File: src/rtl/mipi_csi_rx_packet_decoder.sv
// CSI-2 receive packet decoder: header/short-packet decode, long-packet payload framing.
// Optional CRC-16 footer check is built when MIPI_CSI_RX_DECODER_CRC_EN is defined.
module mipi_csi_rx_packet_decoder (
  input  logic        clk_i,
  input  logic        rst_i,
  input  logic        data_valid_i,
  input  logic [31:0] data_i,
  output logic [31:0] packet_header_o,
  input  logic [15:0] packet_length_i,
  input  logic [1:0]  vc_id_i,
  input  logic [5:0]  data_type_i,
  input  logic        no_error_i,
  input  logic        corrected_error_i,
  input  logic        error_i,
  output logic [31:0] payload_data_o,
  output logic [3:0]  payload_byte_en_o,
  output logic        payload_valid_o,
  output logic        payload_last_o,
  output logic        frame_start_o,
  output logic        frame_end_o,
  output logic        line_start_o,
  output logic        line_end_o,
  output logic [1:0]  vc_id_o,
  output logic [5:0]  data_type_o,
  output logic        header_error_o,
  output logic        corrected_error_o,
  output logic        truncated_o,
  output logic        crc_error_o,
  output logic        busy_o
);

  typedef enum logic [1:0] {IDLE, PAYLOAD, WAIT_EOT} state_t;

  state_t      state_reg, state_next;
  logic [16:0] cnt_reg, cnt_next;
  logic [31:0] payload_data_next, payload_mask;
  logic [3:0]  byte_en, short_pulse_next;
  logic [1:0]  vc_next;
  logic [5:0]  dt_next;
  logic        valid_next, last_next, herr_next, cerr_next, trunc_next;
  logic        unused_inputs;

  // The ECC status "no error" is implied by the other two flags.
  assign unused_inputs   = no_error_i;
  assign packet_header_o = data_i;
  assign busy_o          = (state_reg != IDLE);

  // cnt_reg counts payload plus footer bytes still due; byte gi is payload while more than gi+2 remain.
  generate
    for (genvar gi = 0; gi < 4; gi++) begin : g_lane
      assign byte_en[3-gi]                  = (cnt_reg > 17'(gi + 2));
      assign payload_mask[31-8*gi -: 8]     = {8{byte_en[3-gi]}};
    end
  endgenerate

  always_comb begin
    state_next        = state_reg;
    cnt_next          = cnt_reg;
    payload_data_next = 32'h0;
    valid_next        = 1'b0;
    last_next         = 1'b0;
    short_pulse_next  = 4'h0;
    herr_next         = 1'b0;
    cerr_next         = 1'b0;
    trunc_next        = 1'b0;
    vc_next           = vc_id_o;
    dt_next           = data_type_o;
    case (state_reg)
      IDLE: begin
        if (data_valid_i) begin
          if (error_i) begin
            herr_next  = 1'b1;
            state_next = WAIT_EOT;
          end else begin
            vc_next   = vc_id_i;
            dt_next   = data_type_i;
            cerr_next = corrected_error_i;
            if (data_type_i < 6'h10) begin
              short_pulse_next = {data_type_i == 6'h00, data_type_i == 6'h01,
                                  data_type_i == 6'h02, data_type_i == 6'h03};
              state_next       = WAIT_EOT;
            end else begin
              cnt_next   = {1'b0, packet_length_i} + 17'd2;
              state_next = PAYLOAD;
            end
          end
        end
      end
      PAYLOAD: begin
        if (data_valid_i) begin
          valid_next        = |byte_en;
          payload_data_next = data_i & payload_mask;
          last_next         = (cnt_reg > 17'd2) && (cnt_reg <= 17'd6);
          if (cnt_reg <= 17'd4) begin
            cnt_next   = 17'd0;
            state_next = WAIT_EOT;
          end else begin
            cnt_next = cnt_reg - 17'd4;
          end
        end else begin
          trunc_next = 1'b1;
          cnt_next   = 17'd0;
          state_next = IDLE;
        end
      end
      WAIT_EOT: if (!data_valid_i) state_next = IDLE;
      default:  state_next = IDLE;
    endcase
  end

  always_ff @(posedge clk_i or posedge rst_i) begin
    if (rst_i) begin
      state_reg         <= IDLE;
      cnt_reg           <= 17'd0;
      payload_data_o    <= 32'h0;
      payload_byte_en_o <= 4'h0;
      payload_valid_o   <= 1'b0;
      payload_last_o    <= 1'b0;
      {frame_start_o, frame_end_o, line_start_o, line_end_o} <= 4'h0;
      vc_id_o           <= 2'd0;
      data_type_o       <= 6'd0;
      header_error_o    <= 1'b0;
      corrected_error_o <= 1'b0;
      truncated_o       <= 1'b0;
    end else begin
      state_reg         <= state_next;
      cnt_reg           <= cnt_next;
      payload_data_o    <= payload_data_next;
      payload_byte_en_o <= valid_next ? byte_en : 4'h0;
      payload_valid_o   <= valid_next;
      payload_last_o    <= last_next;
      {frame_start_o, frame_end_o, line_start_o, line_end_o} <= short_pulse_next;
      vc_id_o           <= vc_next;
      data_type_o       <= dt_next;
      header_error_o    <= herr_next;
      corrected_error_o <= cerr_next;
      truncated_o       <= trunc_next;
    end
  end

`ifdef MIPI_CSI_RX_DECODER_CRC_EN
  logic [15:0]       crc_reg;
  logic [7:0]        foot_lo_reg;
  logic [4:0][15:0]  crc_stage;
  logic [4:0][7:0]   lo_sel, hi_sel;

  function automatic logic [15:0] crc_byte(input logic [15:0] c, input logic [7:0] b);
    logic [15:0] r;
    r = c;
    for (int i = 0; i < 8; i++)
      r = (r[0] ^ b[i]) ? ((r >> 1) ^ 16'h8408) : (r >> 1);
    return r;
  endfunction

  // Footer low byte may arrive one word before the high byte, hence foot_lo_reg.
  assign crc_stage[0] = crc_reg;
  assign lo_sel[0]    = foot_lo_reg;
  assign hi_sel[0]    = 8'h00;
  generate
    for (genvar gi = 0; gi < 4; gi++) begin : g_crc
      assign crc_stage[gi+1] = byte_en[3-gi] ? crc_byte(crc_stage[gi], data_i[31-8*gi -: 8])
                                             : crc_stage[gi];
      assign lo_sel[gi+1]    = (cnt_reg == 17'(gi + 2)) ? data_i[31-8*gi -: 8] : lo_sel[gi];
      assign hi_sel[gi+1]    = (cnt_reg == 17'(gi + 1)) ? data_i[31-8*gi -: 8] : hi_sel[gi];
    end
  endgenerate

  always_ff @(posedge clk_i or posedge rst_i) begin
    if (rst_i) begin
      crc_reg     <= 16'h0;
      foot_lo_reg <= 8'h0;
      crc_error_o <= 1'b0;
    end else begin
      crc_error_o <= 1'b0;
      if (state_reg == IDLE && data_valid_i) crc_reg <= 16'hFFFF;
      if (state_reg == PAYLOAD && data_valid_i) begin
        crc_reg     <= crc_stage[4];
        foot_lo_reg <= lo_sel[4];
        if (cnt_reg <= 17'd4) crc_error_o <= ({hi_sel[4], lo_sel[4]} != crc_stage[4]);
      end
    end
  end
`else
  assign crc_error_o = 1'b0;
`endif

endmodule

File: config.mk
export PLATFORM = sky130hd
export DESIGN_NAME = mipi_csi_rx_packet_decoder
export DESIGN_NICKNAME = d
export VERILOG_FILES = /design/src/rtl/mipi_csi_rx_packet_decoder.sv
export SDC_FILE = /design/constraint.sdc
export NUM_CORES = 1
export LEC_CHECK = 0
export CORE_ASPECT_RATIO = 1.75
export CORE_MARGIN = 2
export CORE_UTILIZATION = 45
export DETAILED_ROUTE_END_ITERATION = 10
export DONT_BUFFER_PORTS = 1
export HOLD_SLACK_MARGIN = 0.15
export PLACE_DENSITY = 0.72
export SLEW_MARGIN = 20
export SYNTH_ARGS = -nofsm -noshare
export SYNTH_HDL_FRONTEND = slang
export SYNTH_SLANG_ARGS = --single-unit
File: constraint.sdc
create_clock -name clk_i -period 2.33 [get_ports clk_i]
set_input_delay 0.466 -clock clk_i [delete_from_list [all_inputs] [get_ports clk_i]]
set_output_delay 0.466 -clock clk_i [all_outputs]
set_load 0.05 [all_outputs]
==> metrics.txt, run 1 <==
status=finished, final reports clean; share of layout cells above drive strength 1=14.6%; Reg-to-Reg Start=cnt_reg[13]; LEAKAGE=1.68 nW; Hold Fails Final Rpt=0; part of the Yosys area used for sequential elements=51.4%; CP required=2520 ps; Least-Margin Pin Slew=916 ps; HP Class=primary input to flop; Worst Setup End Kind=flop; Netlist cell types=53; cell count after placement=381; Synth Warn #=0; most common cell after layout, fill and taps aside=dfrtp_1; Initial Utilization=46.4%; via count=2282; CP max FO=20; cell family contributing the most delay on the critical path=compound AO/OA/AOI/OAI gates; Hold WS=207 ps; DR DRC count=0; # H-tree levels=3; Post-Syn Nets=392; Clock Latency Late Sink=320 ps; CTS tree=yes; routed wire length=6990 um; Die Wd=70.7 um; worst vdd ir=0.361 mV; Sequential Power Share=48.2%; # IOs=149; reg-to-reg setup timing slack=170 ps; ANT nets after route=0; clock root buffer=clkbuf_16; Slowest-stage cell, CP=dfrtp_1; Startpoint Class=flop; post-CTS sizing=0; Final setup viols=0; Critical Setup Path Class=flop to flop; Clock Path Buffers=2; RSZ-0062 raised after global routing=false; R2R cell count=6; hold path endpoint=line_start_o; Antenna Diode Count=0; Avg Vias per Cell=5.75; asr flop ratio synth=100%; Die Y=121 um; pin count of the biggest net entering global routing=68; max reg flops=32; worst min-delay path startpoint=data_type_i[0]; synthesis-to-layout area growth=5.14%; commonest cells after routing, fill and taps aside=dfrtp_1 (72), and2_1 (35), nor2_1 (16), nand2_1 (16), o21ai_0 (14); hold depth=1; Clock power frac=37.2%; placed instance area=3370 um2; max incr delay on CP=460 ps; final setup skew=6.85 ps; max cap viols=0; DRT iter0 DRCs=99; fin cells=397; initial antenna violation count=0; GP Congestion=0.835; gr ovfl total=0; Mapped Cells=326; DP Wirelength=5280 um; combinational group share of total power=14.6%; post-route setup TNS=0 ps; nets@finish=371; crit share post-route=92.9%; CP arrival=2350 ps; synthesized area=3510 um2; critical path depth=6; cts bufs inserted=9; FMAX=462 MHz; reg2reg end=cnt_reg[2]; Post-synth EDFFs=0; switching power total=1.12 mW; clk slew on worst S/H paths=50 ps; FP Rows=42; Slew HR=38.5%; first-pass GRT wire length=11400 um; critical path cell sequence=nor4_2 > and4_4 > a21o_4 > inv_2 > a221o_1 > a21boi_0; IO buf count=0; Routed wire per std cell=17.6 um; Syn Area/Cell=10.8 um2; Most used DFF post-synth=dfrtp_1; Pins Over Slew Limit=0; PD cells=992 nW/um2; vias in the first global route=2266; number of buffer and inverter stages on the critical path=1; DRT Pass-1 Iters=4; Power Internal=2.54 mW; clock sink count=72; Die ar.=8550 um2; sw frac=30.6%; total power=3.66 mW; GRT Overall Usage=17.1%; crit path time final=2160 ps; Yosys reg bits=72; core footprint=7570 um2; fin area=3690 um2
[synth_stat cells (all sizes together), types with 5 or more instances]
library cell / count / area share, %
nor3: 9 / 1.4
nor4: 7 / 1.9
and2: 35 / 6.2
nand2: 16 / 1.7
nor2: 16 / 1.7
nor3b: 6 / 1.3
xor2: 6 / 1.5
a21oi: 10 / 1.4
o21ai: 16 / 2.4
and3: 5 / 0.93
nand3: 10 / 1.4
inv: 10 / 1.1
dfrtp: 72 / 51
mux2: 8 / 2.6
xnor2: 7 / 1.7
buf: 35 / 8.2
nand4: 6 / 1.1
[how the worst max path moves through the flow]
stage	startpoint	endpoint	slack [ps]
6_report	cnt_reg[13]	cnt_reg[2]	170
5_1_grt	cnt_reg[3]	cnt_reg[14]	30
4_1_cts	cnt_reg[13]	cnt_reg[2]	180
3_5_place_dp	cnt_reg[13]	cnt_reg[2]	190
3_3_place_gp	cnt_reg[13]	cnt_reg[2]	210
2_1_floorplan	rst_i	cnt_reg[0]	40
[repair_timing]
action,in CTS,in global routing
hold buffers,1,0
buffers inserted,0,0
hold endpoints to repair,5,0
[worst reg2reg max path: stages, from the launching register on]
cell and delay, ps:
dfrtp_1 460, nor4_2 370, and4_4 310, a21o_4 260, inv_2 190, a221o_1 320
a21boi_0 120
[power groups by stage]
stage / clock network, mW / registers [mW] / logic (mW)
6_report: 1.36 / 1.76 / 0.534
5_1_grt: 1.45 / 1.78 / 0.605
3_5_place_dp: 0 / 1.79 / 0.534
4_1_cts: 1.40 / 1.76 / 0.538
2_1_floorplan: 0 / 1.75 / 0.550
3_3_place_gp: 0 / 1.78 / 0.515
[through the flow]
stage               utilization (%)  setup slack [ps]
CTS                            48.7               175
floorplan                         -              39.1
finish                         48.7               166
global placement               44.6               208
global route                   48.7              32.4
detailed placement             44.6               186
[final cells by class]
type                       instances  area (um2)
fill                             699        3880
sequential                        72        1800
multi-input combinational        204        1360
clock buffer                      12         267
tap                               88         110
timing repair buffer               8        75.1
clock inverter                     3        40.0
inverter                          10        37.5
[layer usage]
layer / GRT usage [%] / wire length (um)
met4: 7.78 / 120
met3: 4.50 / 366
met2: 30.2 / 3940
met5: 0 / 0
met1: 18.8 / 2570
[logic make-up after synthesis]
family	Yosys count	share of synthesized area, %
adders and majority gates	4	1.43
muxes	8	2.57
other	1	0.107
DFF	72	51.4
xor gates and xnor gates	13	3.25
and+or+nand+nor	124	20.6
buffers and inverters	50	9.95
AOI/OAI and AO/OA	54	10.8
(Power assumes the default switching activity.)
==> inputs of run 2 (changes only) <==
==> constraint.sdc (replaced) <==
create_clock -name clk_i -period 2.33 [get_ports clk_i]
set_input_delay 0.233 -clock clk_i [delete_from_list [all_inputs] [get_ports clk_i]]
set_output_delay 0.233 -clock clk_i [all_outputs]
set_load 0.05 [all_outputs]
==> run 2 against run 1 <==
Final area rose by 12%. Wire length grew 9.1%. Largest power group unchanged. Clock power down 13%. Die area unchanged. Sequential power about the same. Sequential share of layout area decreased by 5.4 points. Worst setup slack gained 27 ps. Power shrank 2.7%. First-iteration DRC count is 35% higher. Non-clock buffer count is 50 higher. Register-to-register slack better by 30 ps. Hold slack worse by 50 ps.
==> metrics.txt, run 2 (synthesized netlist as in run 1, its figures left out) <==
DP Wirelength=5430 um; footprint of the multi-input gates=1370 um2; final setup skew=7.31 ps; FP Rows=42; Antenna Diode Count=0; PD cells=858 nW/um2; Avg Vias per Cell=5.54; crit path time final=2140 ps; Initial Utilization=46.4%; Die Y=121 um; Clock Latency Late Sink=320 ps; nets@finish=421; cts bufs inserted=9; fill count=652; Final setup viols=0; RSZ-0062 raised after global routing=false; GP Congestion=0.809; status=finished, final reports clean; IO buf count=0; Hold Fails Final Rpt=0; # H-tree levels=3; Clock Path Buffers=2; CP max FO=20; Routed wire per std cell=17.1 um; crit share post-route=91.7%; via count=2473; fin cells=446; max cap viols=0; pin count of the biggest net entering global routing=35; max reg flops=32; Storage cell area=1800 um2; Die Wd=70.7 um; CP arrival=2330 ps; clock sink count=72; Die ar.=8550 um2; Critical Setup Path Class=flop to flop; LEAKAGE=1.87 nW; clock root buffer=clkbuf_16; vias in the first global route=2501; worst vdd ir=0.344 mV; CTS tree=yes; commonest cells after routing, fill and taps aside=dfrtp_1 (72), dlygate4sd3_1 (50), and2_1 (35); gr ovfl total=0; post-route setup TNS=0 ps; Post-CTS Setup Repair Bufs=0; Pins Over Slew Limit=0; first-pass GRT wire length=12300 um; DRT Pass-1 Iters=4; clk slew on worst S/H paths=50 ps; ANT nets after route=0; Slowest-stage cell, CP=dfrtp_1; core footprint=7570 um2; Worst Setup End Kind=flop; DRT iter0 DRCs=134; max incr delay on CP=460 ps; initial antenna violation count=0; synthesis-to-layout area growth=18.3%; Slew HR=41.5%; # IOs=149; most common cell after layout, fill and taps aside=dfrtp_1; Least-Margin Pin Slew=871 ps; FMAX=468 MHz; HP Class=primary input to flop; critical path cell sequence=nor4_4 > and4_4 > a21o_4 > inv_2 > a221o_1 > a21boi_0; Startpoint Class=flop; routed wire length=7630 um; DR DRC count=0; CP required=2520 ps; cell count after placement=382; GRT Overall Usage=18.6%; share of layout cells above drive strength 1=12.0%
==> run 2: changes by cell type in the layout (fill, tap and decap cells not counted), sizes merged <==
cell | previous run | this run
clkinv | 2 | 1
clkbuf | 12 | 13
buf | 7 | 8
bufinv | 1 | 0
dlygate4sd3 | 1 | 50
==> run 2: repair_timing <==
item                       in CTS  in global routing
hold endpoints to repair       84                  0
setup endpoints to repair       0                  2
resized for setup               0                  2
hold buffers                   50                  0
==> run 2: critical path, delay by kind of cell (launching register included) <==
kind	cells	cell delay (ps)
flip-flops	1	460
AO/OA/AOI/OAI	3	700
AND/OR/NAND/NOR	2	660
buffers and inverters	1	180
==> run 2: cell type report <==
| class | count | share of cell area, % |
|---|---|---|
| Clock buffer | 13 | 6.03 |
| Sequential cell | 72 | 43.4 |
| Inverter | 10 | 0.905 |
| Timing Repair Buffer | 58 | 13.8 |
| Multi-Input combinational cell | 204 | 33.1 |
| Tap cell | 88 | 2.65 |
| Clock inverter | 1 | 0.121 |
==> run 2: final timing paths <==
| kind | start | endpoint | slack [ps] | cells after the start |
|---|---|---|---|---|
| min in group asynchronous | rst_i | line_start_o | 500 | 2 |
| hold / removal | data_type_i[2] | line_end_o | 160 | 2 |
| setup / recovery | cnt_reg[13] | cnt_reg[2] | 190 | 6 |
| max in group asynchronous | rst_i | payload_data_o[2] | 1160 | 3 |
| setup reg to reg | cnt_reg[13] | cnt_reg[2] | 190 | 6 |
| hold reg to reg | cnt_reg[11] | cnt_reg[11] | 590 | 2 |
==> run 2: power by group <==
group	internal (mW)	total, mW	switching [mW]
logic	0.307	0.610	0.303
registers	1.39	1.77	0.383
clock network	0.735	1.18	0.446
==> run 2: stage by stage <==
stage / utilization [%] / instance area (um2) / hold slack [ps] / total power, mW / setup WS, ps
floorplan: - / 3510 / 299 / 2.30 / 272
global placement: 44.7 / 3380 / 277 / 2.29 / 212
detailed placement: 44.7 / 3380 / 286 / 2.32 / 151
CTS: 54.6 / 4140 / 162 / 3.58 / 145
global route: 54.8 / 4150 / 164 / 3.72 / 67.9
finish: 54.8 / 4150 / 158 / 3.56 / 193
==> run 2: per-layer routing <==
| layer | up-vias | track usage [%] | share of wire, % |
|---|---|---|---|
| met5 | - | 0 | 0 |
| met4 | 0 | 10.1 | 2.7 |
| met3 | 15 | 4.00 | 5.1 |
| met2 | 101 | 33.3 | 56 |
| met1 | 1189 | 19.8 | 36 |
| li1 | 1168 | - | - |
==> patch 1: new RTL, config.mk and constraints of run 1 <==
Register the output `corrected_error_o` once more, with the module's reset; this adds one clock of latency there. The other outputs are not delayed to match.
--- a/src/rtl/mipi_csi_rx_packet_decoder.sv
+++ b/src/rtl/mipi_csi_rx_packet_decoder.sv
@@ -30,6 +30,8 @@
 );
 
   typedef enum logic [1:0] {IDLE, PAYLOAD, WAIT_EOT} state_t;
+
+  logic corrected_error_s0;
 
   state_t      state_reg, state_next;
   logic [16:0] cnt_reg, cnt_next;
@@ -120,7 +122,7 @@
       vc_id_o           <= 2'd0;
       data_type_o       <= 6'd0;
       header_error_o    <= 1'b0;
-      corrected_error_o <= 1'b0;
+      corrected_error_s0 <= 1'b0;
       truncated_o       <= 1'b0;
     end else begin
       state_reg         <= state_next;
@@ -133,7 +135,7 @@
       vc_id_o           <= vc_next;
       data_type_o       <= dt_next;
       header_error_o    <= herr_next;
-      corrected_error_o <= cerr_next;
+      corrected_error_s0 <= cerr_next;
       truncated_o       <= trunc_next;
     end
   end
@@ -184,5 +186,13 @@
   assign crc_error_o = 1'b0;
 `endif
 
+  always_ff @(posedge clk_i or posedge rst_i) begin
+    if (rst_i) begin
+      corrected_error_o <= '0;
+    end else begin
+      corrected_error_o <= corrected_error_s0;
+    end
+  end
+
 endmodule
 
Function: changed (Yosys sat finds a counterexample within 4 cycles, from zero or initial values and one cycle with rst_i high).
==> patch 1 against run 1 <==
Synthesized area up 0.71%; wire length rose by 4.1%; die area increased by 0.68%; total power fell by 0.46%; cell area rose by 0.81%; setup slack gained 39 ps; sequential cell count grew 1; global-route usage up 0.40 points; clock skew hardly changed; largest power group unchanged.
==> patch 1: results (changes against run 1) <==
metric,value,unit,change
dp_slack,240,ps,+53.6 ps
compound_gate_fraction_of_synth_area,10.7,%,-0.076 points
placed_cells,384,,+0.79%
weighted_congestion_at_the_end_of_routability_driven_global_placement,0.811,,-2.9%
synth_sequential_area_ratio,51.7,%,+0.34 points
power.ir.vdd_worst,0.379,mV,+5.0%
post-route-worst-setup-slack,205,ps,+39.0 ps
final-clk-cell-share,7.97,%,-0.34 points
post_synth_num_cell_types,53,,unchanged
fin_skew,7.20,ps,+0.350 ps
final.fill_count,701,,+0.29%
final_layout_size_suffix_gt1_share,15.3,%,+0.77 points
synth_mux_area_share,2.55,%,-0.018 points
nonClkBufAreaFrac,2.42,%,+0.39 points
design.seq.count,73,,+1.4%
grt_pass1_vias,2370,,+4.6%
worst-endpoint-arrival,2320,ps,-30 ps
gr-usage-all-layers,17.5,%,+0.40 points
largest_net_degree_at_the_start_of_global_routing,43,,-37%
hold_buffers,1,,unchanged
share_comb_of_total_power,14.1,%,-0.5 points
dr.pass1.iters,5,,+1
yosys-top-cells-area,"sky130_fd_sc_hd__dfrtp_1 52%, sky130_fd_sc_hd__buf_4 7.0%, sky130_fd_sc_hd__and2_1 6.2%, sky130_fd_sc_hd__mux2_2 2.5%, sky130_fd_sc_hd__o21ai_0 2.0%",,
finish.net_count,374,,+0.81%
status,completed,,
grt_first_pass_wirelength,11500,microns,+0.48%
final-seq-area,1830,sq um,+1.4%
syn_inst,327,,+0.31%
dpl.hpwl,5520,microns,+4.5%
buffers,10,,+2
routed-via-count,2330,,+2.1%
cts.repair.resized,0,,unchanged
ctsLongestPathBuffers,2,,unchanged
inverters,10,,unchanged
synth_top_cells_by_count,"73 x sky130_fd_sc_hd__dfrtp_1, 35 x sky130_fd_sc_hd__and2_1, 33 x sky130_fd_sc_hd__buf_4",,
critical_path_peak_fanout,17,,-15%
clkLatencyLatePin,330,ps,
initialDrtViolationCount,98,,-1.0%
power_leakage,1.70,nW,+1.2%
synth-xor-area-share,3.22,%,-0.023 points
synth-adder-area-share,1.42,%,-0.010 points
setup-violations-final,0,,unchanged
yosys_warnings,0,,unchanged
sw_frac_of_total,32.1,%,+1.6 points
largest_register_ff_count,32,,unchanged
flow.area_growth_from_synthesis,5.24,%,
vias_per_cell,5.81,,+1.1%
synth_fp_nets,393,,+0.26%
timing.max_slew.rel_slack,44.4,%,+5.8 points
cts.repair_timing.setup_buffer_count,0,,unchanged
wire_per_inst,18.2,microns,+3.1%
==> patch 1: cell count changes in the layout (fill, tap and decap cells not counted), sizes merged <==
| cell | run 1 | this run |
|---|---|---|
| buf | 7 | 9 |
| clkbuf | 12 | 9 |
| clkinv | 2 | 6 |
| dfrtp | 72 | 73 |
==> patch 1: worst min path at each step <==
stage / from / endpoint / slack (ps) / depth (start not counted)
after floorplan: corrected_error_s0$_DFF_PP0_ / corrected_error_o$_DFF_PP0_ / 330 / 0
after global placement: corrected_error_s0$_DFF_PP0_ / corrected_error_o$_DFF_PP0_ / 330 / 0
after detailed placement: corrected_error_s0$_DFF_PP0_ / corrected_error_o$_DFF_PP0_ / 340 / 0
after CTS: data_type_i[1] / frame_start_o$_DFF_PP0_ / 190 / 1
after global routing: data_type_i[1] / frame_start_o$_DFF_PP0_ / 190 / 1
final: data_valid_i / truncated_o$_DFF_PP0_ / 200 / 1
==> patch 1: stage by stage <==
stage                     total power, W  cell area, sq um  util (%)  hold WS (ps)
final                            0.00364              3720      49.1           202
after global routing             0.00381              3720      49.1           192
after CTS                        0.00368              3720      49.1           188
after detailed placement         0.00233              3410      45.1           337
after global placement           0.00230              3410      45.1           334
after floorplan                  0.00232              3530         -           331
==> patch 1: worst max-delay path: stages, from the launching register on <==
cell                       delay, ps
sky130_fd_sc_hd__dfrtp_1         450
sky130_fd_sc_hd__nor4_2          460
sky130_fd_sc_hd__and4_4          320
sky130_fd_sc_hd__a21o_4          230
sky130_fd_sc_hd__inv_2           120
sky130_fd_sc_hd__a221o_1         290
sky130_fd_sc_hd__a21boi_0        120
==> patch 1: per-layer routing <==
layer	up-vias	GRT usage, %	share of wire [%]
li1	1073	-	-
met1	1141	18.3	35
met2	99	30.1	55
met3	17	6.23	6.9
met4	0	9.43	3.2
met5	-	0	0
==> patch 2: new RTL, flow settings as in run 1 <==
Without the edit above. The option `MIPI_CSI_RX_DECODER_CRC_EN` is turned on by a define.
--- a/src/rtl/mipi_csi_rx_packet_decoder.sv
+++ b/src/rtl/mipi_csi_rx_packet_decoder.sv
@@ -1,5 +1,7 @@
 // CSI-2 receive packet decoder: header/short-packet decode, long-packet payload framing.
 // Optional CRC-16 footer check is built when MIPI_CSI_RX_DECODER_CRC_EN is defined.
+`define MIPI_CSI_RX_DECODER_CRC_EN
+
 module mipi_csi_rx_packet_decoder (
   input  logic        clk_i,
   input  logic        rst_i,
Check against the original RTL: not equivalent (a bounded check fails within 4 cycles, from zero or initial values and one cycle with rst_i high).
==> patch 2 against run 1 <==
The flow now finishes with violations (setup timing); worst hold slack got worse by 52 ps; critical path depth rose by 14; setup slack got worse by 2400 ps; highest routed layer unchanged; largest cell class is now multi-input combinational cells; wire length rose to 5.2 times the old value; first-iteration DRC count rose to 6.7 times the old value; synthesized area rose by 140%; cell area rose to 3.4 times the old value; non-clock buffer count rose by 303; die area rose by 130%; maximum frequency fell by 53%; sequential cell count rose by 25.
Power is not shown: default switching activity piles up to over one toggle a cycle in this logic, so the estimate is an artifact.
==> patch 2: results (changes against run 1) <==
metric,value,unit,change
status,finished with violations,,
violated_checks,setup timing,,
critical_path_peak_fanout,7,,-65%
post-route-worst-setup-slack,-2240,ps,-2400 ps
timing.hold.ws,155,ps,-51.8 ps
largest_net_degree_at_the_start_of_global_routing,98,,+44%
final_layout_size_suffix_gt1_share,44.4,%,+30 points
timing.max_slew.rel_slack,42.7,%,+4.1 points
synth_fp_nets,1021,,+160%
placed_cells,1349,,+250%
routed-via-count,8753,,+280%
min_from,data_type_i[1],,
wire_per_inst,25.4,microns,+44%
setup-violations-final,41,,+41
fin_skew,10.4,ps,+3.52 ps
totalNegativeSetupSlack,-34180,ps,-34180 ps
dp_slack,-2270,ps,-2450 ps
worst-r2r-cell-count,20,,+14
weighted_congestion_at_the_end_of_routability_driven_global_placement,1.02,,+22%
critPathSlowestCell,sky130_fd_sc_hd__or4_4,,
number_of_antenna_violations_at_the_first_check_in_global_routing,1,,+1
initialDrtViolationCount,660,,+570%
dpl.hpwl,25600,microns,+380%
yosys-top-cells-area,"sky130_fd_sc_hd__dfrtp_1 29%, sky130_fd_sc_hd__xnor2_1 8.8%, sky130_fd_sc_hd__xnor3_1 4.5%, sky130_fd_sc_hd__xor2_1 4.4%, sky130_fd_sc_hd__a21oi_1 3.9%",,
synth_sequential_area_ratio,28.8,%,-23 points
hold_buffers,2,,+1
syn_inst,955,,+190%
==> patch 2: cells by family (layout without fill, tap and decap cells) <==
group | after synthesis | count (layout) | share of synthesized area [%]
simple gates | 304 | 304 | 18.0
compound gates | 244 | 244 | 19.1
xor+xnor | 168 | 168 | 23.2
buf+inv | 108 | 338 | 6.51
flops | 97 | 97 | 28.8
mux | 30 | 30 | 3.71
fa+ha+maj | 4 | 4 | 0.594
other cells | 0 | 1 | 0
==> patch 2: final cells by class <==
cell class | count | area (sq um)
clock inverter | 7 | 95.1
timing repair buffer | 311 | 2720
inverter | 11 | 57.6
fill | 1426 | 6110
tap | 238 | 298
sequential | 97 | 2430
multi-input combinational | 750 | 6570
clock buffer | 9 | 225
antenna | 1 | 2.50
==> patch 2: worst max-delay path by stage <==
stage	startpoint	endpoint	slack [ps]	cells after the start
global route	cnt_reg[9]$_DFFE_PP0P_	crc_error_o$_DFF_PP0_	-2310	21
finish	cnt_reg[13]$_DFFE_PP0P_	crc_error_o$_DFF_PP0_	-2240	20
floorplan	cnt_reg[10]$_DFFE_PP0P_	crc_error_o$_DFF_PP0_	-1890	17
global placement	data_i[28]	crc_error_o$_DFF_PP0_	-2230	17
detailed placement	cnt_reg[10]$_DFFE_PP0P_	crc_error_o$_DFF_PP0_	-2270	16
CTS	cnt_reg[10]$_DFFE_PP0P_	crc_error_o$_DFF_PP0_	-2020	16
==> patch 2: per-layer routing <==
| layer | GRT usage [%] | share of wire [%] | vias to the layer above |
|---|---|---|---|
| met1 | 33.7 | 32 | 4228 |
| met5 | 0 | 0 | - |
| met3 | 6.90 | 6.9 | 196 |
| met4 | 28.0 | 10 | 0 |
| li1 | - | - | 3814 |
| met2 | 61.7 | 51 | 515 |
==> patch 2: worst reg2reg max path, stage by stage (launching register included) <==
cell and delay (ps):
sky130_fd_sc_hd__dfrtp_1 420, sky130_fd_sc_hd__nor4_4 300, sky130_fd_sc_hd__buf_4 170, sky130_fd_sc_hd__nand4_4 80, sky130_fd_sc_hd__buf_12 160, sky130_fd_sc_hd__clkbuf_16 160
sky130_fd_sc_hd__o21ai_2 100, sky130_fd_sc_hd__buf_4 120, sky130_fd_sc_hd__xnor3_1 240, sky130_fd_sc_hd__xnor3_1 420, sky130_fd_sc_hd__a21oi_2 80, sky130_fd_sc_hd__or4_4 530
sky130_fd_sc_hd__nand2_4 80, sky130_fd_sc_hd__buf_6 90, sky130_fd_sc_hd__xnor3_1 220, sky130_fd_sc_hd__a21oi_2 210, sky130_fd_sc_hd__nor2_4 70, sky130_fd_sc_hd__xnor2_2 240
sky130_fd_sc_hd__o2111a_1 260, sky130_fd_sc_hd__nand4_1 120, sky130_fd_sc_hd__o311a_1 370
